$ cat config.mk
export PLATFORM = sky130hd
export DESIGN_NAME = pcie_recv
export DESIGN_NICKNAME = d
export VERILOG_FILES = /design/src/rtl/pcie_recv_pkg.sv /design/src/rtl/pcie_recv_sync_fifo.sv /design/src/rtl/pcie_recv.sv
export SDC_FILE = /design/constraint.sdc
export NUM_CORES = 1
export LEC_CHECK = 0
export BUFFER_PORTS_ARGS = -buffer_cell sky130_fd_sc_hd__buf_2
export CAP_MARGIN = 20
export CORE_MARGIN = 2
export CORE_UTILIZATION = 35
export DETAILED_ROUTE_END_ITERATION = 10
export GPL_ROUTABILITY_DRIVEN = 0
export PLACE_DENSITY = 0.58
export SYNTH_ARGS = -nofsm -noshare
export SYNTH_HDL_FRONTEND = slang
export SYNTH_SLANG_ARGS = --single-unit
export TNS_END_PERCENT = 30
$ cat constraint.sdc
create_clock -name clk -period 5.4 [get_ports clk]
set_input_delay 0.54 -clock clk [delete_from_list [all_inputs] [get_ports clk]]
set_output_delay 0.54 -clock clk [all_outputs]
set_load 0.02 [all_outputs]
$ cat src/rtl/pcie_recv_pkg.sv
// Shared definitions for the PCIe receive path: word width, default
// thresholds and the control FSM state encoding.
package pcie_recv_pkg;

  localparam int DATA_W = 6;

  localparam logic [1:0] UMBRAL_IN_DEF = 2'd1;
  localparam logic [3:0] UMBRAL_VC_DEF = 4'd2;

  typedef enum logic [2:0] {
    ST_RESET  = 3'd0,
    ST_INIT   = 3'd1,
    ST_IDLE   = 3'd2,
    ST_ACTIVE = 3'd3,
    ST_ERROR  = 3'd4
  } state_e;

endpackage

$ cat src/rtl/pcie_recv_sync_fifo.sv
// Single-clock show-ahead FIFO; a write to a full FIFO is accepted only
// when a read frees an entry in the same cycle, otherwise it is dropped.
module sync_fifo #(
  parameter int DATA_W = 6,
  parameter int DEPTH  = 4
) (
  input  logic                     clk,
  input  logic                     reset,
  input  logic                     push,
  input  logic                     pop,
  input  logic [DATA_W-1:0]        din,
  output logic [DATA_W-1:0]        dout,
  output logic [$clog2(DEPTH):0]   count,
  output logic                     full,
  output logic                     empty,
  output logic                     overflow
);

  localparam int AW = $clog2(DEPTH);
  localparam int CW = AW + 1;

  logic [DATA_W-1:0] mem [DEPTH];
  logic [AW-1:0]     wr_ptr_q;
  logic [AW-1:0]     rd_ptr_q;
  logic [CW-1:0]     count_q;
  logic              do_push;
  logic              do_pop;

  assign empty    = (count_q == '0);
  assign full     = (count_q == CW'(DEPTH));
  assign do_pop   = pop & ~empty;
  assign do_push  = push & (~full | do_pop);
  assign overflow = push & ~do_push;
  assign dout     = mem[rd_ptr_q];
  assign count    = count_q;

  always_ff @(posedge clk) begin
    if (reset) begin
      wr_ptr_q <= '0;
      rd_ptr_q <= '0;
      count_q  <= '0;
    end else begin
      if (do_push) wr_ptr_q <= wr_ptr_q + AW'(1);
      if (do_pop)  rd_ptr_q <= rd_ptr_q + AW'(1);
      case ({do_push, do_pop})
        2'b10:   count_q <= count_q + CW'(1);
        2'b01:   count_q <= count_q - CW'(1);
        default: count_q <= count_q;
      endcase
    end
  end

  // Storage carries no reset so it maps onto RAM; stale contents are never
  // observable because reads are gated by the occupancy count.
  always_ff @(posedge clk) begin
    if (do_push) mem[wr_ptr_q] <= din;
  end

endmodule

$ cat src/rtl/pcie_recv.sv
// PCIe receive path: two lane FIFOs merged round-robin into two virtual
// channel queues, drained with strict VC0 priority under consumer pops.
module pcie_recv #(
  parameter int DATA_W   = pcie_recv_pkg::DATA_W,
  parameter int IN_DEPTH = 4,
  parameter int VC_DEPTH = 16,
  parameter int VC_BIT   = 4
) (
  input  logic              clk,
  input  logic              reset,
  input  logic              init,
  input  logic [1:0]        umbral_in,
  input  logic [3:0]        umbral_vc,
  input  logic [DATA_W-1:0] data_in0,
  input  logic [DATA_W-1:0] data_in1,
  input  logic              valid_in0,
  input  logic              valid_in1,
  output logic              pause_out0,
  output logic              pause_out1,
  input  logic              pop,
  output logic [DATA_W-1:0] data_out,
  output logic              valid_out,
  output logic              empty_out,
  output logic              active_out,
  output logic              idle_out,
  output logic              error_out
);

  import pcie_recv_pkg::*;

  localparam int IN_CW = $clog2(IN_DEPTH) + 1;
  localparam int VC_CW = $clog2(VC_DEPTH) + 1;

  logic [DATA_W-1:0] lane_din   [2];
  logic [DATA_W-1:0] lane_head  [2];
  logic [IN_CW-1:0]  lane_count [2];
  logic [1:0]        lane_push, lane_pop, lane_full, lane_empty, lane_ovf;
  logic [1:0]        lane_pause, lane_tgt, lane_cand;

  logic [DATA_W-1:0] vc_head  [2];
  logic [VC_CW-1:0]  vc_count [2];
  logic [1:0]        vc_push, vc_pop, vc_full, vc_empty, vc_ovf;

  logic [DATA_W-1:0] move_word;
  logic [1:0]        grant;
  logic              grant_sel;
  logic              last_q, last_d;

  logic [1:0]        umbral_in_q;
  logic [3:0]        umbral_vc_q;
  state_e            state_q, state_d;
  logic [DATA_W-1:0] data_out_q, data_out_d;
  logic              valid_out_q, valid_out_d;
  logic              any_overflow;

  assign lane_din[0] = data_in0;
  assign lane_din[1] = data_in1;
  assign lane_push   = {valid_in1, valid_in0};

  genvar gi;
  generate
    for (gi = 0; gi < 2; gi++) begin : g_chan
      sync_fifo #(.DATA_W(DATA_W), .DEPTH(IN_DEPTH)) u_lane (
        .clk      (clk),
        .reset    (reset),
        .push     (lane_push[gi]),
        .pop      (lane_pop[gi]),
        .din      (lane_din[gi]),
        .dout     (lane_head[gi]),
        .count    (lane_count[gi]),
        .full     (lane_full[gi]),
        .empty    (lane_empty[gi]),
        .overflow (lane_ovf[gi])
      );

      sync_fifo #(.DATA_W(DATA_W), .DEPTH(VC_DEPTH)) u_vc (
        .clk      (clk),
        .reset    (reset),
        .push     (vc_push[gi]),
        .pop      (vc_pop[gi]),
        .din      (move_word),
        .dout     (vc_head[gi]),
        .count    (vc_count[gi]),
        .full     (vc_full[gi]),
        .empty    (vc_empty[gi]),
        .overflow (vc_ovf[gi])
      );

      assign lane_pause[gi] = (IN_CW'(IN_DEPTH) - lane_count[gi]) <= IN_CW'(umbral_in_q);
      assign lane_tgt[gi]   = lane_head[gi][VC_BIT];
      // A lane may only move when its head word has room in its VC queue.
      assign lane_cand[gi]  = ~lane_empty[gi] & ~vc_full[lane_tgt[gi]];
    end
  endgenerate

  always_comb begin
    grant = lane_cand;
    if (&lane_cand) grant = last_q ? 2'b01 : 2'b10;
  end

  assign grant_sel  = grant[1];
  assign lane_pop   = grant;
  assign move_word  = lane_head[grant_sel];
  assign vc_push[0] = (|grant) & ~lane_tgt[grant_sel];
  assign vc_push[1] = (|grant) &  lane_tgt[grant_sel];
  assign last_d     = (|grant) ? grant_sel : last_q;

  assign vc_pop[0] = pop & ~vc_empty[0];
  assign vc_pop[1] = pop & vc_empty[0] & ~vc_empty[1];

  always_comb begin
    valid_out_d = |vc_pop;
    data_out_d  = data_out_q;
    if (vc_pop[0])      data_out_d = vc_head[0];
    else if (vc_pop[1]) data_out_d = vc_head[1];
  end

  assign empty_out    = (&lane_empty) & (&vc_empty);
  assign any_overflow = |lane_ovf;

  always_comb begin
    state_d    = state_q;
    idle_out   = 1'b0;
    active_out = 1'b0;
    error_out  = 1'b0;
    case (state_q)
      ST_RESET:  state_d = ST_INIT;
      ST_INIT:   if (!init) state_d = ST_IDLE;
      ST_IDLE:   begin
        idle_out = 1'b1;
        if (!empty_out) state_d = ST_ACTIVE;
      end
      ST_ACTIVE: begin
        active_out = 1'b1;
        if (empty_out) state_d = ST_IDLE;
      end
      default:   begin
        error_out = 1'b1;
        state_d   = ST_ERROR;
      end
    endcase
    if (init && state_q != ST_ERROR) state_d = ST_INIT;
    if (any_overflow) state_d = ST_ERROR;
  end

  always_ff @(posedge clk) begin
    if (reset) begin
      state_q     <= ST_RESET;
      last_q      <= 1'b1;
      umbral_in_q <= UMBRAL_IN_DEF;
      umbral_vc_q <= UMBRAL_VC_DEF;
      data_out_q  <= '0;
      valid_out_q <= 1'b0;
    end else begin
      state_q     <= state_d;
      last_q      <= last_d;
      data_out_q  <= data_out_d;
      valid_out_q <= valid_out_d;
      if (state_q == ST_INIT) begin
        umbral_in_q <= umbral_in;
        umbral_vc_q <= umbral_vc;
      end
    end
  end

  assign pause_out0 = lane_pause[0];
  assign pause_out1 = lane_pause[1];
  assign data_out   = data_out_q;
  assign valid_out  = valid_out_q;

  // The VC threshold is held for later use; VC queues never overflow because
  // the arbiter refuses to move into a full queue.
  logic unused_ok;
  assign unused_ok = ^{umbral_vc_q, lane_full, vc_ovf, vc_count[0], vc_count[1]};

endmodule

==> run_results.csv <==
group,metric,value,unit
synth,ys_ff_latch,305,
synth,syn_nets,871,
synth,synth_compound_area_share,4.83,%
global_route,track_usage,13.3,%
timing,worst_pin_slew,0.830,ns
global_route,antenna_found_initial,0,
synth,yosys.area_share.simple,6.81,%
global_route,grt-ovfl-total,0,
finish,n_antenna_cell,0,
placed_design,dp_hpwl,16.0,mm
cts,cts_tree,"yes",
detailed_routing,post_drt_wl_per_cell,18.5,µm
critical_path,slowest_stage,"or4_1",
critical_path,endpoint_kind,"flop",
detailed_routing,wl,24.8,mm
synth,synth_top_flop_cell,"edfxtp_1",
finish,seq_area,8510,µm²
finish,area_growth,13.7,%
cts,cts_root_buf,"clkbuf_16",
timing,drv_slew,0,
critical_path,cpMostUsedCell,"ha_1",
critical_path,worstPathCellList,"or4_1 -> nor2_1 -> o211a_1 -> inv_1 -> ha_1 -> xor2_1 -> ha_1 -> a21boi_0 -> o221ai_1 -> a21o_1 -> a21oi_1 -> mux2_2",
critical_path,cp.arrival,4.54,ns
critical_path,path_class,"reg -> reg",
status,run_status,"completed",
finish,nNetsFinal,908,
floorplan,boundaryPins,37,
timing,fmax,0.244,GHz
critical_path,critPathMaxFanout,18,
floorplan,fp.dieArea,38300,µm²
synth,synth_xor_xnor_area_share,1.29,%
critical_path,crit_path_max_incr_delay,0.68,ns
timing,finClkSkew,0.0231,ns
detailed_routing,first_iter_violations,484,
global_route,grt_pass1_wl,39.6,mm
synth,synth_cells,807,
synth,synth.distinct_cells,59,
placed_design,dpl_worst_slack,1.29,ns
synth,syn_area,12900,µm²
finish,drive_gt1_share,21.7,%
timing,fin_crit_sh,75.9,%
synth,avgSynthCellArea,15.9,µm²
synth,synth_top_family_by_area,"multiplexers",
synth,synth-edff-count,240,
pwr,vdd_ir_drop_max,293,µV
detailed_routing,vias_per_cell,5.05,
floorplan,rows,70,
global_route,grt_max_degree,53,
cts,numCtsBuffers,31,
cts,ctsHtreeMaxLevel,1,
finish,fillers,3333,
cts,clock_latency,0.57,ns
floorplan,start_util,35.3,%
timing,rsz0062_at_grt,"no",
cts,numClockSinks,305,
global_route,grt_pass1_vias,6805,
timing,slew-limit-headroom,44.2,%
detailed_routing,drc,0,
cts,post_cts_buffers,0,
detailed_routing,postRouteAntennaNets,0,
cts,cts_hold_buffers,0,
timing,finalHoldViolations,0,
pwr,power.density,540,nW/µm²
finish,multi_input_area,4040,µm²
synth,yosysWarningCount,0,
synth,ys_seq_area_share,66.2,%
floorplan,die_w,196,µm
synth,yosys.area_share.adder,4.01,%
timing,setup_viol,0,
detailed_routing,dr.pass1.iters,5,
synth,async_reset_ff_share,0,%
critical_path,cp-start-kind,"flop",
timing,fin_ws,1.30,ns
timing,min_period,4.10,ns
timing,fin_setup_tns,0,ns
cts,path_clk_slew,0.06,ns
pwr,p_leak,4.94,nW
floorplan,die_h,196,µm
hold_path,hp-class,"in -> reg",
run,drv_cap,0,
cts,cts.repair.resized,0,
placed_design,io_buffers,32,
critical_path,cp_data_required_time,5.84,ns
synth,synthMuxAreaShare,14.4,%
cts,cts.path.max_buffers,3,
floorplan,coreArea,36400,µm²
detailed_routing,num_vias,6754,
-- kinds of logic (layout without fill, tap and decap cells) --
| family | count (synthesis) | count (layout) |
|---|---|---|
| multiplexers | 96 | 96 |
| XOR/XNOR | 19 | 19 |
| flip-flops | 305 | 305 |
| AO/OA/AOI/OAI | 87 | 87 |
| AND/OR/NAND/NOR | 177 | 177 |
| adder cells (fa/ha/maj) | 40 | 40 |
| buffers and inverters | 83 | 145 |
-- final cells by class --
type,instances,area share [%]
well taps,468,4.00
clock buffers,41,5.70
repair buffers,44,1.64
multi-input cells,419,27.6
inverters,43,1.10
clock inverters,17,1.80
flip-flops and latches,305,58.2
-- critical path: cells and delay by family (launching register included) --
kind,cells,cell delay (ns)
AO/OA/AOI/OAI,5,1.28
AND/OR/NAND/NOR,2,1.15
adder cells (fa/ha/maj),2,0.51
flip-flops,1,0.39
multiplexers,1,0.34
XOR/XNOR,1,0.17
buffers and inverters,1,0.13
-- routing by layer --
layer / wire (µm) / vias up / global-route usage, %
met5: 0 / - / 0
met4: 425 / 0 / 3.03
met3: 953 / 27 / 1.94
met2: 11600 / 119 / 21.5
met1: 11800 / 3424 / 19.2
li1: - / 3184 / -
-- final timing paths --
| check | startpoint | endpoint | slack (ns) | depth (start not counted) |
|---|---|---|---|---|
| max | g_chan[1].u_vc.count[1]$_SDFFE_PP0P_ | g_chan[0].u_vc.count[4]$_SDFFE_PP0P_ | 1.30 | 12 |
| max reg2reg | g_chan[1].u_vc.count[1]$_SDFFE_PP0P_ | g_chan[0].u_vc.count[4]$_SDFFE_PP0P_ | 1.30 | 12 |
| min reg2reg | data_out[4]$_SDFFE_PP0P_ | data_out[4]$_SDFFE_PP0P_ | 0.44 | 2 |
| min | umbral_in[0] | umbral_in_q[0]$_SDFFE_PP1P_ | 0.20 | 3 |
-- registers in the layout, indices dropped and copies added, names as in the netlist, named ones only --
signal / count
g_chan.u_vc.mem: 192
g_chan.u_lane.mem: 48
g_chan.u_vc.count: 10
g_chan.u_vc.rd_ptr_q: 8
g_chan.u_vc.wr_ptr_q: 8
data_out: 6
g_chan.u_lane.count: 6
g_chan.u_lane.rd_ptr_q: 4
g_chan.u_lane.wr_ptr_q: 4
state_q: 3
umbral_in_q: 2
last_q: 1
valid_out: 1
-- cell usage after synthesis, types with 3 or more instances --
| cell type | number | area, µm² |
|---|---|---|
| mux4_2 | 70 | 1580 |
| edfxtp_1 | 240 | 7210 |
| nand2_1 | 32 | 120 |
| a22oi_1 | 7 | 52.6 |
| o21a_1 | 5 | 37.5 |
| nand2b_1 | 3 | 18.8 |
| and2_1 | 14 | 87.6 |
| buf_2 | 6 | 30.0 |
| or3_1 | 4 | 25.0 |
| nor3_1 | 12 | 60.1 |
| nor2b_1 | 7 | 43.8 |
| or3b_2 | 3 | 26.3 |
| nor2_1 | 60 | 225 |
| o21ai_0 | 11 | 55.1 |
| buf_1 | 12 | 45.0 |
| dfxtp_1 | 65 | 1300 |
| a21oi_1 | 25 | 125 |
| ha_1 | 38 | 475 |
| nor4_1 | 6 | 37.5 |
| nand3_1 | 9 | 45.0 |
| a31oi_1 | 4 | 25.0 |
| and3_1 | 17 | 106 |
| mux2i_1 | 11 | 110 |
| a21boi_0 | 4 | 30.0 |
| xnor2_1 | 4 | 35.0 |
| mux2_2 | 14 | 158 |
| a21o_1 | 4 | 30.0 |
| xor2_1 | 15 | 131 |
| inv_1 | 43 | 161 |
| clkbuf_1 | 22 | 82.6 |
-- metrics by stage --
stage / hold slack (ns) / area [µm²] / instances / total power (W) / utilization [%]
after floorplan: 0.452 / 12900 / 807 / 0.00501 / -
after global placement: 0.422 / 13500 / 1274 / 0.00567 / 37.1
after detailed placement: 0.430 / 13500 / 1275 / 0.00571 / 37.1
after CTS: 0.175 / 14600 / 1333 / 0.00800 / 40.1
after global routing: 0.191 / 14600 / 1337 / 0.00834 / 40.2
final: 0.199 / 14600 / 1337 / 0.00791 / 40.2
-- placed cells by master, fill, tap and decap left out, types with 12 or more instances in the layout --
master,count
nand2_1,32
a21oi_1,24
and2_1,14
xor2_1,15
and3_1,17
nor2_1,60
ha_1,38
nor3_1,12
mux2_2,14
buf_2,35
dfxtp_1,65
mux4_2,70
edfxtp_1,240
inv_1,43
clkbuf_16,31
-- report_power, final --
part	internal, W	switching [W]	leakage (nW)
logic	0.000829	0.00144	1.72
clock network	0.00138	0.000888	0.522
registers	0.00322	0.000156	2.70
(Power assumes the default switching activity.)
